[config.mk]
export PLATFORM = sky130hd
export DESIGN_NAME = seq_mult_nxn
export DESIGN_NICKNAME = d
export VERILOG_FILES = /design/src/rtl/seq_mult_nxn.sv
export SDC_FILE = /design/constraint.sdc
export NUM_CORES = 1
export LEC_CHECK = 0
export ABC_CLOCK_PERIOD_IN_PS = 12150
export BUFFER_PORTS_ARGS = -buffer_cell sky130_fd_sc_hd__buf_4
export CAP_MARGIN = 10
export CORE_ASPECT_RATIO = 0.8
export CORE_MARGIN = 2
export CORE_UTILIZATION = 55
export CTS_CLUSTER_SIZE = 30
export DETAILED_ROUTE_END_ITERATION = 16
export PLACE_DENSITY = 0.75
export REMOVE_ABC_BUFFERS = 1
export SLEW_MARGIN = 20
export SYNTH_ARGS = -nofsm -noshare
export SYNTH_HDL_FRONTEND = slang
export SYNTH_SLANG_ARGS = --single-unit
[constraint.sdc]
create_clock -name clk -period 12.15 [get_ports clk]
set_input_delay 2.43 -clock clk [delete_from_list [all_inputs] [get_ports clk]]
set_output_delay 2.43 -clock clk [all_outputs]
set_load 0.01 [all_outputs]
[src/rtl/seq_mult_nxn.sv]
// Sequential WxW multiplier: accumulates one shifted 4x4 digit product per clock, (W/4)^2 cycles per operation.
// Optional two's-complement operand support is enabled by defining SEQ_MULT_SIGNED_EN.

module mult4x4 (
  input  logic [3:0] a,
  input  logic [3:0] b,
  output logic [7:0] p
);

  assign p = {4'b0000, a} * {4'b0000, b};

endmodule

module seq_mult_nxn #(
  parameter int W = 8
) (
  input  logic           clk,
  input  logic           reset_a,
  input  logic           start,
  input  logic [W-1:0]   dataa,
  input  logic [W-1:0]   datab,
`ifdef SEQ_MULT_SIGNED_EN
  input  logic           signed_mode,
`endif
  output logic           busy,
  output logic           done_flag,
  output logic [2*W-1:0] product
);

  localparam int D  = W / 4;
  localparam int DW = (D > 1) ? $clog2(D) : 1;
  localparam int PW = 2 * W;
  localparam logic [DW-1:0] LAST = DW'(D - 1);

  typedef enum logic [1:0] {
    IDLE,
    CALC,
    FIN
  } state_t;

  state_t        state;
  logic [W-1:0]  a_reg;
  logic [W-1:0]  b_reg;
  logic [PW-1:0] acc;
  logic [DW-1:0] i_idx;
  logic [DW-1:0] j_idx;
  logic          neg;

  logic          sign_sel;
  logic [W-1:0]  a_mag;
  logic [W-1:0]  b_mag;
  logic [3:0]    a_dig;
  logic [3:0]    b_dig;
  logic [7:0]    pp;
  logic [DW:0]   pos;
  logic [PW-1:0] pp_shift;

`ifdef SEQ_MULT_SIGNED_EN
  assign sign_sel = signed_mode;
`else
  assign sign_sel = 1'b0;
`endif

  // Signed operands are reduced to magnitudes at latch time; -2^(W-1) still fits unsigned.
  always_comb begin
    a_mag = dataa;
    b_mag = datab;
    if (sign_sel && dataa[W-1]) a_mag = (~dataa) + W'(1);
    if (sign_sel && datab[W-1]) b_mag = (~datab) + W'(1);
  end

  always_comb begin
    a_dig    = a_reg[{i_idx, 2'b00} +: 4];
    b_dig    = b_reg[{j_idx, 2'b00} +: 4];
    pos      = {1'b0, i_idx} + {1'b0, j_idx};
    pp_shift = PW'(pp) << {pos, 2'b00};
  end

  mult4x4 u_core (
    .a (a_dig),
    .b (b_dig),
    .p (pp)
  );

  // i walks the a-digits fastest; the last (i, j) pair hands over to FIN.
  always_ff @(posedge clk or negedge reset_a) begin
    if (!reset_a) begin
      state     <= IDLE;
      a_reg     <= '0;
      b_reg     <= '0;
      acc       <= '0;
      i_idx     <= '0;
      j_idx     <= '0;
      neg       <= 1'b0;
      busy      <= 1'b0;
      done_flag <= 1'b0;
      product   <= '0;
    end else begin
      case (state)
        IDLE: begin
          done_flag <= 1'b0;
          if (start) begin
            a_reg <= a_mag;
            b_reg <= b_mag;
            neg   <= sign_sel & (dataa[W-1] ^ datab[W-1]);
            acc   <= '0;
            i_idx <= '0;
            j_idx <= '0;
            busy  <= 1'b1;
            state <= CALC;
          end
        end
        CALC: begin
          acc <= acc + pp_shift;
          if (i_idx == LAST) begin
            i_idx <= '0;
            if (j_idx == LAST) begin
              state <= FIN;
            end else begin
              j_idx <= j_idx + DW'(1);
            end
          end else begin
            i_idx <= i_idx + DW'(1);
          end
        end
        FIN: begin
          product   <= neg ? ((~acc) + PW'(1)) : acc;
          done_flag <= 1'b1;
          busy      <= 1'b0;
          state     <= IDLE;
        end
        default: begin
          state <= IDLE;
        end
      endcase
    end
  end

endmodule

== Yosys cells after proc, flatten, opt, wreduce, memory -nomap -nowiden ==
Cells that the tools add are included.

* Output and inout port bits: 18
* Input bits: 19
* Register bits after elaboration: 54
* Logic and storage cells: 45

* Multipliers: 1
* Shift operators: 3
* Reduce and logical (&&, ||, !) cells: 8
* Add/subtract/negate cells: 4
* Muxes and demuxes: 15
* Equal/unequal tests: 5

{| class="wikitable"
|+ Operators by type and width
! kind !! count
|-
| $pmux W16 S2 || 1
|-
| $add A16 B16 Y16 || 1
|-
| $mux W16 || 1
|-
| $shiftx A8 B4 Y4 || 2
|-
| $shl A8 B4 Y16 || 1
|-
| $mul A4 B4 Y8 || 1
|-
| $pmux W1 S2 || 4
|-
| $mux W2 || 3
|-
| $ne A2 B2 Y1 const B || 3
|-
| $reduce_and A2 Y1 || 3
|-
| $reduce_and A3 Y1 || 2
|-
| $mux W1 || 5
|-
| $pmux W2 S2 || 1
|-
| $reduce_bool A2 Y1 || 2
|-
| $add A1 B1 Y1 const B || 2
|-
| $add A1 B1 Y2 || 1
|-
| $eq A2 B1 Y1 const B || 1
|-
| $eq A2 B2 Y1 const B || 1
|-
| $logic_not A2 Y1 || 1
|}

== Longest topological paths before layout ==
* Depth in word-level cells: 5
* Mapped depth: 22
* Mapped depth without buffers: 21

== Modules after synthesis ==
From an unflattened synthesis, not the netlist that was laid out.

* Cells, all modules: 319
* Area total of the unflattened synthesis: 3417.0 µm²

{| class="wikitable"
|+ Modules (own cells, without submodules)
! module !! instances !! sequential area each (µm²) !! cells each !! area an instance (µm²)
|-
| seq_mult_nxn || 1 || 1351.3 || 268 || 2969.1
|-
| mult4x4 || 1 || 0.0 || 51 || 447.9
|}

== Least setup slack after synthesis ==
Ideal clock, no wire load.

* Kind: reg-to-reg
* From: reg i_idx
* To: reg acc[14]
* Path buffers: 1
* Required time: 12.029 ns
* Arrival time: 4.715 ns
* Period minus slack after synthesis: 4.836 ns
* Setup slack: 7.314 ns
* Cell stages (with the launch flop): 22
* Setup time: 0.121 ns
* Cell sequence: dfrtp_1 -> buf_2 -> mux2i_1 -> or2_2 -> fa_1 -> inv_1 -> fa_1 -> ha_1 -> a211oi_1 -> nor2_1 -> o21a_1 -> nor2_1 -> xor2_1 -> mux2_2 -> nor2_1 -> ha_1 -> a211o_1 -> o2111ai_1 -> nand2_1 -> a31oi_1 -> xnor2_1 -> a22o_1

* Word-level cells in the longest chain between the ends: 5
* Elaborated cells between the ends (all ways): 6
* Classes of those cells: 2 x add/sub; 1 x mul; 2 x shift; 1 x mux

{| class="wikitable"
|+ RTL lines
! what !! RTL line !! text
|-
| from (decl) || 45 || <nowiki>logic [DW-1:0] i_idx;</nowiki>
|-
| from (signal assigned) || 123 || <nowiki>i_idx <= i_idx + DW'(1);</nowiki>
|-
| $shiftx A8 B4 Y4 || 73 || <nowiki>a_dig = a_reg[{i_idx, 2'b00} +: 4];</nowiki>
|-
| $mul A4 B4 Y8 || 10 || <nowiki>assign p = {4'b0000, a} * {4'b0000, b};</nowiki>
|-
| $shl A8 B4 Y16 (*) || 76 || <nowiki>pp_shift = PW'(pp) << {pos, 2'b00};</nowiki>
|-
| $add A16 B16 Y16 (*) || 114 || <nowiki>acc <= acc + pp_shift;</nowiki>
|-
| $pmux W16 S2 (*) || 99 || <nowiki>case (state)</nowiki>
|-
| to (signal assigned) || 114 ||
|-
| to (decl) || 44 || <nowiki>logic [PW-1:0] acc;</nowiki>
|}

Every way passes the cells marked *; elsewhere a longest branch is shown, timed or not.
A chain may end at the register's enable or synchronous reset.

== Worst setup path in the final report ==
Same ends and word-level chain as after synthesis.

==> flow_metrics.tcl <==
set metrics [dict create \
    outcome "finished clean" \
    synth_edf_count 0 \
    layout.nets 398 \
    grtUsageTotal_pct 21.2 \
    drt-wirelength-per-cell_um 15.2 \
    antenna_found_initial 0 \
    final_common_cell "dfrtp_1" \
    placed_area_um2 3760 \
    drv_cap 0 \
    synth_area_um2 3400 \
    clk_pin_slew_ns 0.09 \
    drive_gt1_share_pct 26.9 \
    max_slew_margin_pct 56.1 \
    rows 25 \
    start_kind "register" \
    fmax_mhz 191 \
    grt-ovfl-total 0 \
    ys_seq_area_share_pct 39.7 \
    hpwl_um 4950 \
    reg_top3 "acc (16), product (16)" \
    first_pass_iters 4 \
    async_flop_share_pct 100 \
    rsz0062_at_grt "no" \
    hold_buffers 0 \
    crit_path_top_delay_cell "dfrtp_1" \
    utilization_pct 65.2 \
    hold_viol 0 \
    layout_common_cells "dfrtp_1 (54), buf_4 (40), mux2_2 (34)" \
    fin_cells 427 \
    syn2layout_area_growth_pct 14.0 \
    ys_warn_count 0 \
    max_stage_delay_ns 0.60 \
    insertion_delay_ns 0.30 \
    drtIter0Drc 98 \
    critPathMostFrequentCell "nor2_1" \
    cts_tree "built" \
    synthTopCellsByArea "dfrtp_1 (40%), mux2_2 (11%), ha_1 (10%)" \
    cts-resized-gates 0 \
    grt_pass1_vias 2404 \
    nFillCells 475 \
    root_buffer "clkbuf_8" \
    post-cts-setup-buffer-count 0 \
    finClkSkew_ns 0.00660 \
    yosysTopAreaCellShare_pct 39.7 \
    clock_sinks 54 \
    htreeDepth 2 \
    path_cells "mux2i_1 > or2_2 > fa_1 > inv_1 > fa_1 > ha_1 > a211oi_1 > nor2_1 > o21a_1 > nor2_1 > xor2_1 > mux2_2 > nor2_1 > ha_1 > a211o_1 > o2111ai_1 > nand2_1 > a31oi_1 > xnor2_1 > a22o_1" \
    start_util_pct 57.2 \
    stdcell_area_um2 3880 \
    port_buffers 36 \
    crit_required_ns 12.35 \
    placedCellCount 420 \
    worst_pin_slew_ns 0.659 \
    fp.dieArea_um2 6830 \
    core_area_um2 5940 \
    fp.dieH_um 74.3 \
    cp-end-kind "register" \
    crit_path_max_fanout 9 \
    syn_inst 310 \
    gp_congestion 0.868 \
    final_max_slew_viol_count 0 \
    detail-route-antenna-nets 0 \
    syn_avg_cell_area_um2 11.0 \
    finalSetupTns_ns 0 \
    drt-total-wl_um 6500 \
    via_count 2431 \
    cts_buffer_depth 2 \
    antennaDiodeCount 0 \
    synth_seq_cells 54 \
    synth_cell_types 46 \
    fp.dieW_um 91.9 \
    cp.arrival_ns 5.44 \
    synthFlopType "dfrtp_1" \
    critPathKind "reg2reg" \
    viasPerCell 5.69 \
    numCtsBuffers 5 \
    synth_top_area_cell "dfrtp_1" \
    grt_pass1_wl_um 11400 \
    hold_class "reg2reg" \
    period_share_pct 43.1 \
    setup_violations 0 \
    period_minus_slack_ns 5.24 \
    grt_max_degree 55 \
    r2r_slack_ns 6.91 \
    io_pins 37 \
    drc 0 \
]
[critical path, delay by kind of cell (launching register included)]
family	cells	cell delay, ns
fa+ha+maj	4	1.68
compound gates	6	1.39
simple gates	5	0.75
flops	1	0.60
mux	2	0.38
xor+xnor	2	0.27
buf+inv	1	0.05
[cell families (layout without fill, tap and decap cells)]
kind of cell / count (synthesis) / in the layout / synth area share (%)
flip-flops: 54 / 54 / 39.7
adder cells (fa/ha/maj): 33 / 33 / 13.2
buffers and inverters: 22 / 58 / 2.58
AO/OA/AOI/OAI: 69 / 69 / 15.6
XOR/XNOR: 16 / 16 / 4.12
AND/OR/NAND/NOR: 71 / 71 / 10.3
multiplexers: 45 / 45 / 14.5
[layer usage]
layer | track usage [%] | part of all wire, % | vias to the layer above | wire length (um)
met1 | 32.0 | 51 | 1172 | 3330
li1 | - | - | 1205 | -
met4 | 6.63 | 1.3 | 0 | 83
met3 | 3.04 | 3.4 | 10 | 218
met2 | 31.9 | 44 | 44 | 2870
met5 | 0 | 0 | - | 0
[worst paths after layout]
check | depth (start not counted) | startpoint | end
min in group asynchronous | 1 | reset_a | acc[15]$_DFFE_PN0P_
min | 1 | busy$_DFFE_PN0P_ | busy$_DFFE_PN0P_
max reg2reg | 20 | i_idx$_DFFE_PN0P_ | acc[14]$_DFFE_PN0P_
max in group asynchronous | 1 | reset_a | acc[1]$_DFFE_PN0P_
max | 20 | i_idx$_DFFE_PN0P_ | acc[14]$_DFFE_PN0P_
min reg2reg | 1 | busy$_DFFE_PN0P_ | busy$_DFFE_PN0P_
[through the flow]
step / worst slack [ns] / hold slack [ns]
floorplan: 7.33 / 0.472
global placement: 6.96 / 0.463
detailed placement: 6.97 / 0.468
CTS: 6.92 / 0.490
global route: 6.54 / 0.501
finish: 6.91 / 0.486
[area by class of cell]
| class | count | area, um^2 | share of cell area (%) |
|---|---|---|---|
| well taps | 81 | 101 | 2.61 |
| clock inverters | 1 | 30.0 | 0.775 |
| clock buffers | 6 | 82.6 | 2.13 |
| multi-input cells | 234 | 1970 | 50.8 |
| flip-flops and latches | 54 | 1350 | 34.9 |
| repair buffers | 40 | 300 | 7.75 |
| inverters | 11 | 41.3 | 1.07 |
[synthesized netlist by cell type, drive strengths merged (3+ instances only)]
master and number:
xor2 8, nand2 13, nor3b 5, inv 10
ha 28, o211ai 3, o21bai 3, nor2 26
a211o 3, mux2i 11, fa 5, or2 4
a22o 15, xnor2 8, a21o 6, buf 5
o21ai 11, nor3 7, mux2 34, a211oi 6
a21oi 9, clkbuf 6, dfrtp 54, nor2b 6
nand2b 3
Power is not shown: default switching activity piles up to over one toggle a cycle in this logic, so the estimate is an artifact.
